<file path="config.mk">
export PLATFORM = sky130hd
export DESIGN_NAME = decoder_scan
export DESIGN_NICKNAME = d
export VERILOG_FILES = /design/src/rtl/decoder_scan_pkg.sv /design/src/rtl/decoder_scan_dwell_timer.sv /design/src/rtl/decoder_scan.sv
export SDC_FILE = /design/constraint.sdc
export NUM_CORES = 1
export LEC_CHECK = 0
export CORE_ASPECT_RATIO = 1.1
export CORE_UTILIZATION = 60
export CTS_BUF_LIST = sky130_fd_sc_hd__clkbuf_4 sky130_fd_sc_hd__clkbuf_8 sky130_fd_sc_hd__clkbuf_16
export CTS_CLUSTER_DIAMETER = 200
export DETAILED_ROUTE_END_ITERATION = 10
export DONT_BUFFER_PORTS = 1
export PLACE_DENSITY_LB_ADDON = 0.2
export SETUP_SLACK_MARGIN = 0.5
export SKIP_LAST_GASP = 1
export SLEW_MARGIN = 15
export SYNTH_ARGS = -nofsm -noshare
export SYNTH_HDL_FRONTEND = slang
export SYNTH_SLANG_ARGS = --single-unit
</file>
<file path="constraint.sdc">
create_clock -name clk -period 3.89 [get_ports clk]
set_input_delay 0.9725 -clock clk [delete_from_list [all_inputs] [get_ports clk]]
set_output_delay 0.9725 -clock clk [all_outputs]
set_load 0.01 [all_outputs]
</file>
<file path="src/rtl/decoder_scan_pkg.sv">
// Shared types and helpers for the scanning one-hot decoder.
package decoder_pkg;

    typedef enum logic [1:0] {
        StIdle   = 2'd0,
        StDirect = 2'd1,
        StScan   = 2'd2
    } state_e;

    localparam logic MODE_DIRECT = 1'b0;
    localparam logic MODE_SCAN   = 1'b1;

    // Widest select the helper supports; callers cast the result down to their own width.
    localparam int unsigned MAX_SEL_W = 8;
    localparam int unsigned MAX_OUT_W = 2 ** MAX_SEL_W;

    function automatic logic [MAX_OUT_W-1:0] onehot(input logic [MAX_SEL_W-1:0] sel);
        logic [MAX_OUT_W-1:0] vec;
        vec      = '0;
        vec[sel] = 1'b1;
        return vec;
    endfunction

endpackage

</file>
<file path="src/rtl/decoder_scan_dwell_timer.sv">
// Dwell timer: counts 0..dwell while running and ticks on the last count of each line.
module dwell_timer #(
    parameter int unsigned DWELL_W = 8
) (
    input  logic               clk,
    input  logic               rst_n,
    input  logic               start,  // first cycle of a scan: clear count, sample dwell
    input  logic               run,    // scanning; count advances, tick may fire
    input  logic [DWELL_W-1:0] dwell,
    output logic               tick
);

    logic [DWELL_W-1:0] cnt_q, cnt_d;
    logic [DWELL_W-1:0] dwell_q, dwell_d;

    assign tick = run && (cnt_q == dwell_q);

    // Next count: clears unless running mid-line; dwell re-sampled on start and on every tick.
    always_comb begin
        cnt_d   = '0;
        dwell_d = dwell_q;
        if (start) begin
            dwell_d = dwell;
        end else if (run) begin
            if (tick) begin
                dwell_d = dwell;
            end else begin
                cnt_d = cnt_q + 1'b1;
            end
        end
    end

    // Count and sampled-dwell registers.
    always_ff @(posedge clk or negedge rst_n) begin
        if (!rst_n) begin
            cnt_q   <= '0;
            dwell_q <= '0;
        end else begin
            cnt_q   <= cnt_d;
            dwell_q <= dwell_d;
        end
    end

endmodule

</file>
<file path="src/rtl/decoder_scan.sv">
// Registered N-to-2^N one-hot decoder with direct-load and timed scan modes.
module decoder_scan
    import decoder_pkg::*;
#(
    parameter  int unsigned SEL_W   = 3,  // at most MAX_SEL_W
    parameter  int unsigned DWELL_W = 8,
    localparam int unsigned OUT_W   = 2 ** SEL_W
) (
    input  logic               clk,
    input  logic               rst_n,
    input  logic               enable,
    input  logic               mode,
    input  logic [SEL_W-1:0]   sel_in,
    input  logic               load_valid,
    output logic               load_ready,
    input  logic [DWELL_W-1:0] dwell,
    output logic [OUT_W-1:0]   dec_out,
    output logic [SEL_W-1:0]   cur_sel,
    output logic               wrap
);

    function automatic logic [OUT_W-1:0] line_of(input logic [SEL_W-1:0] s);
        return OUT_W'(onehot(MAX_SEL_W'(s)));
    endfunction

    state_e             state_q, state_d;
    logic [OUT_W-1:0]   dec_out_q, dec_out_d;
    logic [SEL_W-1:0]   cur_sel_q, cur_sel_d;
    logic               wrap_q, wrap_d;
    logic [SEL_W-1:0]   cur_sel_inc;
    logic               timer_start, timer_run, timer_tick;

    // Held low during reset so no handshake can complete while the block is in reset.
    assign load_ready  = rst_n && enable && (mode == MODE_DIRECT);
    assign cur_sel_inc = cur_sel_q + 1'b1;

    dwell_timer #(
        .DWELL_W (DWELL_W)
    ) u_dwell_timer (
        .clk   (clk),
        .rst_n (rst_n),
        .start (timer_start),
        .run   (timer_run),
        .dwell (dwell),
        .tick  (timer_tick)
    );

    // Next state and output registers; enable low overrides everything, mode change beats advance.
    always_comb begin
        state_d     = state_q;
        dec_out_d   = dec_out_q;
        cur_sel_d   = cur_sel_q;
        wrap_d      = 1'b0;
        timer_start = 1'b0;
        timer_run   = 1'b0;
        if (!enable) begin
            state_d   = StIdle;
            dec_out_d = '0;
        end else begin
            case (mode)
                MODE_DIRECT: begin
                    state_d = StDirect;
                    // load_ready is high here, so an offered load is always taken.
                    if (load_valid) begin
                        cur_sel_d = sel_in;
                        dec_out_d = line_of(sel_in);
                    end else if (state_q == StIdle) begin
                        dec_out_d = line_of(cur_sel_q);
                    end
                end
                MODE_SCAN: begin
                    state_d = StScan;
                    if (state_q != StScan) begin
                        timer_start = 1'b1;
                        dec_out_d   = line_of(cur_sel_q);
                    end else begin
                        timer_run = 1'b1;
                        if (timer_tick) begin
                            cur_sel_d = cur_sel_inc;
                            dec_out_d = line_of(cur_sel_inc);
                            wrap_d    = &cur_sel_q;
                        end
                    end
                end
            endcase
        end
    end

    // State and output registers.
    always_ff @(posedge clk or negedge rst_n) begin
        if (!rst_n) begin
            state_q   <= StIdle;
            dec_out_q <= '0;
            cur_sel_q <= '0;
            wrap_q    <= 1'b0;
        end else begin
            state_q   <= state_d;
            dec_out_q <= dec_out_d;
            cur_sel_q <= cur_sel_d;
            wrap_q    <= wrap_d;
        end
    end

    assign dec_out = dec_out_q;
    assign cur_sel = cur_sel_q;
    assign wrap    = wrap_q;

endmodule
</file>
==> results.yml <==
place:
  hpwl_um: 2390
  dp.cells: 192
  placed_area_um2: 1750
  port_buffers: 0
  gp_congestion: 0.874
timing:
  setup_viol: 0
  max_freq_mhz: 405
  skew_ns: 0.00772
  rsz0062_at_grt: "false"
  hold_viol: 0
  max-slew-margin-rel_pct: 53.9
  holdWs_ns: 0.330
  tns_ns: 0
  worst_pin_slew_ns: 0.674
  slew_violations: 0
  period_share_pct: 63.4
  period_needed_ns: 2.47
route:
  post_drt_via_cell_ratio: 6.31
  first_pass_iters: 4
  drcViolationCount: 0
  wl_um: 3330
  drtIter0Drc: 26
  vias: 1262
  wl_per_cell_um: 16.6
  drtAntennaViolNets: 0
synth:
  ys.flop_type: "dfrtp_1"
  syn_area_um2: 1750
  syn_inst: 169
  synth_edf_count: 0
  async_flop_share_pct: 100
  ys_ff_latch: 30
  synth_area_leaders: "dfrtp_1 43%, xor2_1 5.5%, mux2_2 5.2%"
  synth_top_cell_area_share_pct: 42.9
  syn_avg_cell_area_um2: 10.3
  synth_top_cell_by_area: "dfrtp_1"
  synth_nets: 188
  seq_area_frac_synth_pct: 42.9
  yosysWarnings: 0
  yosysUniqueCellTypes: 40
floorplan:
  dieArea_um2: 3130
  ioPinCount: 29
  initial_core_util_pct: 62.9
  die_w_um: 53.5
  core_um2: 2780
  die_y_um: 58.6
  rows: 20
clock_tree:
  cts_buffers: 5
  cts-hold-fix-buffers: 0
  cts_setup_buffers: 0
  h-tree-depth: 2
  clock_sinks: 30
  clk_path_buf_depth: 2
  cts_tree: "built"
  cts_root_buffer: "clkbuf_4"
  clkLatencyLatePin_ns: 0.32
  cts_resized: 0
  clkTransAtPathRegs_ns: 0.10
status:
  status: "completed"
global_route:
  grt_use_total_pct: 25.3
  grt_antenna_before_repair: 0
  grt_max_degree: 32
  grt_pass1_vias: 1199
  grt-ovfl-total: 0
  grt_pass1_wl_um: 5560
pwr:
  ir_drop_v: 0.000359
  cellPowerDensity_nw_per_um2: 410
  p_leak_nw: 0.798
setup_path:
  start_kind: "input pin"
  worst_ep_required_time_ns: 2.92
  crit_fanout: 12
  critPathCaptureType: "output port"
  crit_arrival_ns: 1.49
  path_class: "input pin to output port"
layout:
  layout_commonest_cell: "dfrtp_1"
  layout_common_cells: "30 x dfrtp_1, 15 x nor2_1, 11 x xor2_1"
  antennaDiodeCount: 0
  layout-drive-gt1-share_pct: 16.2
  stdcell_area_um2: 1830
  fin_cells: 200
  fillers: 211
  nNetsFinal: 185
  syn2layout_area_growth_pct: 4.44
run:
  timing.max_cap.violations: 0
worst_hold_path:
  holdCritPathClass: "input pin to asynchronous set/reset pin"
==> cells in the mapped netlist (4+ instances only) <==
| library cell | number |
|---|---|
| dfrtp_1 | 30 |
| nor2_1 | 15 |
| xor2_1 | 11 |
| nand3_1 | 10 |
| nand2_1 | 9 |
| mux2_2 | 8 |
| clkbuf_1 | 7 |
| mux2_4 | 6 |
| a21oi_1 | 5 |
| nand2b_1 | 5 |
| nand4_1 | 5 |
| nor2b_1 | 4 |
| o211ai_1 | 4 |
==> worst paths after layout <==
path	depth (start not counted)	end	start	slack [ns]
setup / recovery	3	load_ready	mode	1.42
hold / removal	0	u_dwell_timer.dwell_q[1]$_DFFE_PN0P_	rst_n	0.33
setup reg to reg	5	dec_out[0]$_DFFE_PN0P_	cur_sel[0]$_DFFE_PN0P_	1.43
hold reg to reg	1	u_dwell_timer.dwell_q[7]$_DFFE_PN0P_	u_dwell_timer.dwell_q[7]$_DFFE_PN0P_	0.53
max in group asynchronous	0	dec_out[4]$_DFFE_PN0P_	rst_n	3.47
min in group clk	1	u_dwell_timer.dwell_q[7]$_DFFE_PN0P_	u_dwell_timer.dwell_q[7]$_DFFE_PN0P_	0.53
==> per-layer routing <==
layer	vias up	share of wire, %	GRT usage [%]
met3	4	5.1	9.82
met4	0	1.2	10.5
met2	43	48	36.3
li1	604	-	-
met5	-	0	0
met1	611	46	33.8
==> logic make-up after synthesis <==
family | share of synthesized area, %
and+or+nand+nor | 25.6
AOI/OAI and AO/OA | 9.16
xor gates and xnor gates | 7.02
buffers and inverters | 2.79
DFF | 42.9
adders and majority gates | 2.15
muxes | 10.3
==> state kept, by name, indices dropped and copies added, names as in the netlist <==
| signal | cells |
|---|---|
| dec_out | 8 |
| u_dwell_timer.cnt_q | 8 |
| u_dwell_timer.dwell_q | 8 |
| cur_sel | 3 |
| state_q | 2 |
| wrap | 1 |
==> critical path, stage by stage <==
cell,delay (ns)
nand2b_1,0.18
inv_1,0.15
and2_1,0.20
==> where the power goes <==
group          switching (mW)  internal [mW]  leakage, nW  total [mW]
Combinational          0.0634         0.0634        0.367       0.127
Sequential             0.0434          0.341        0.386       0.384
Clock                   0.105          0.133       0.0450       0.238
Total                   0.211          0.537        0.798       0.748
==> layout make-up <==
| type | instances | area (um^2) | area share (%) |
|---|---|---|---|
| clock inverters | 3 | 40.0 | 2.19 |
| clock buffers | 5 | 37.5 | 2.06 |
| well taps | 33 | 41.3 | 2.26 |
| flip-flops and latches | 30 | 751 | 41.1 |
| inverters | 2 | 7.51 | 0.411 |
| multi-input cells | 127 | 948 | 52.0 |
==> stage by stage <==
| stage | util, % | power [mW] | setup WS (ns) |
|---|---|---|---|
| global route | 65.7 | 0.791 | 1.26 |
| detailed placement | 62.9 | 0.517 | 1.43 |
| finish | 65.7 | 0.748 | 1.42 |
| global placement | 62.9 | 0.509 | 1.45 |
| floorplan | - | 0.497 | 1.48 |
| CTS | 65.7 | 0.756 | 1.42 |
Power figures use the tool's default switching activity.
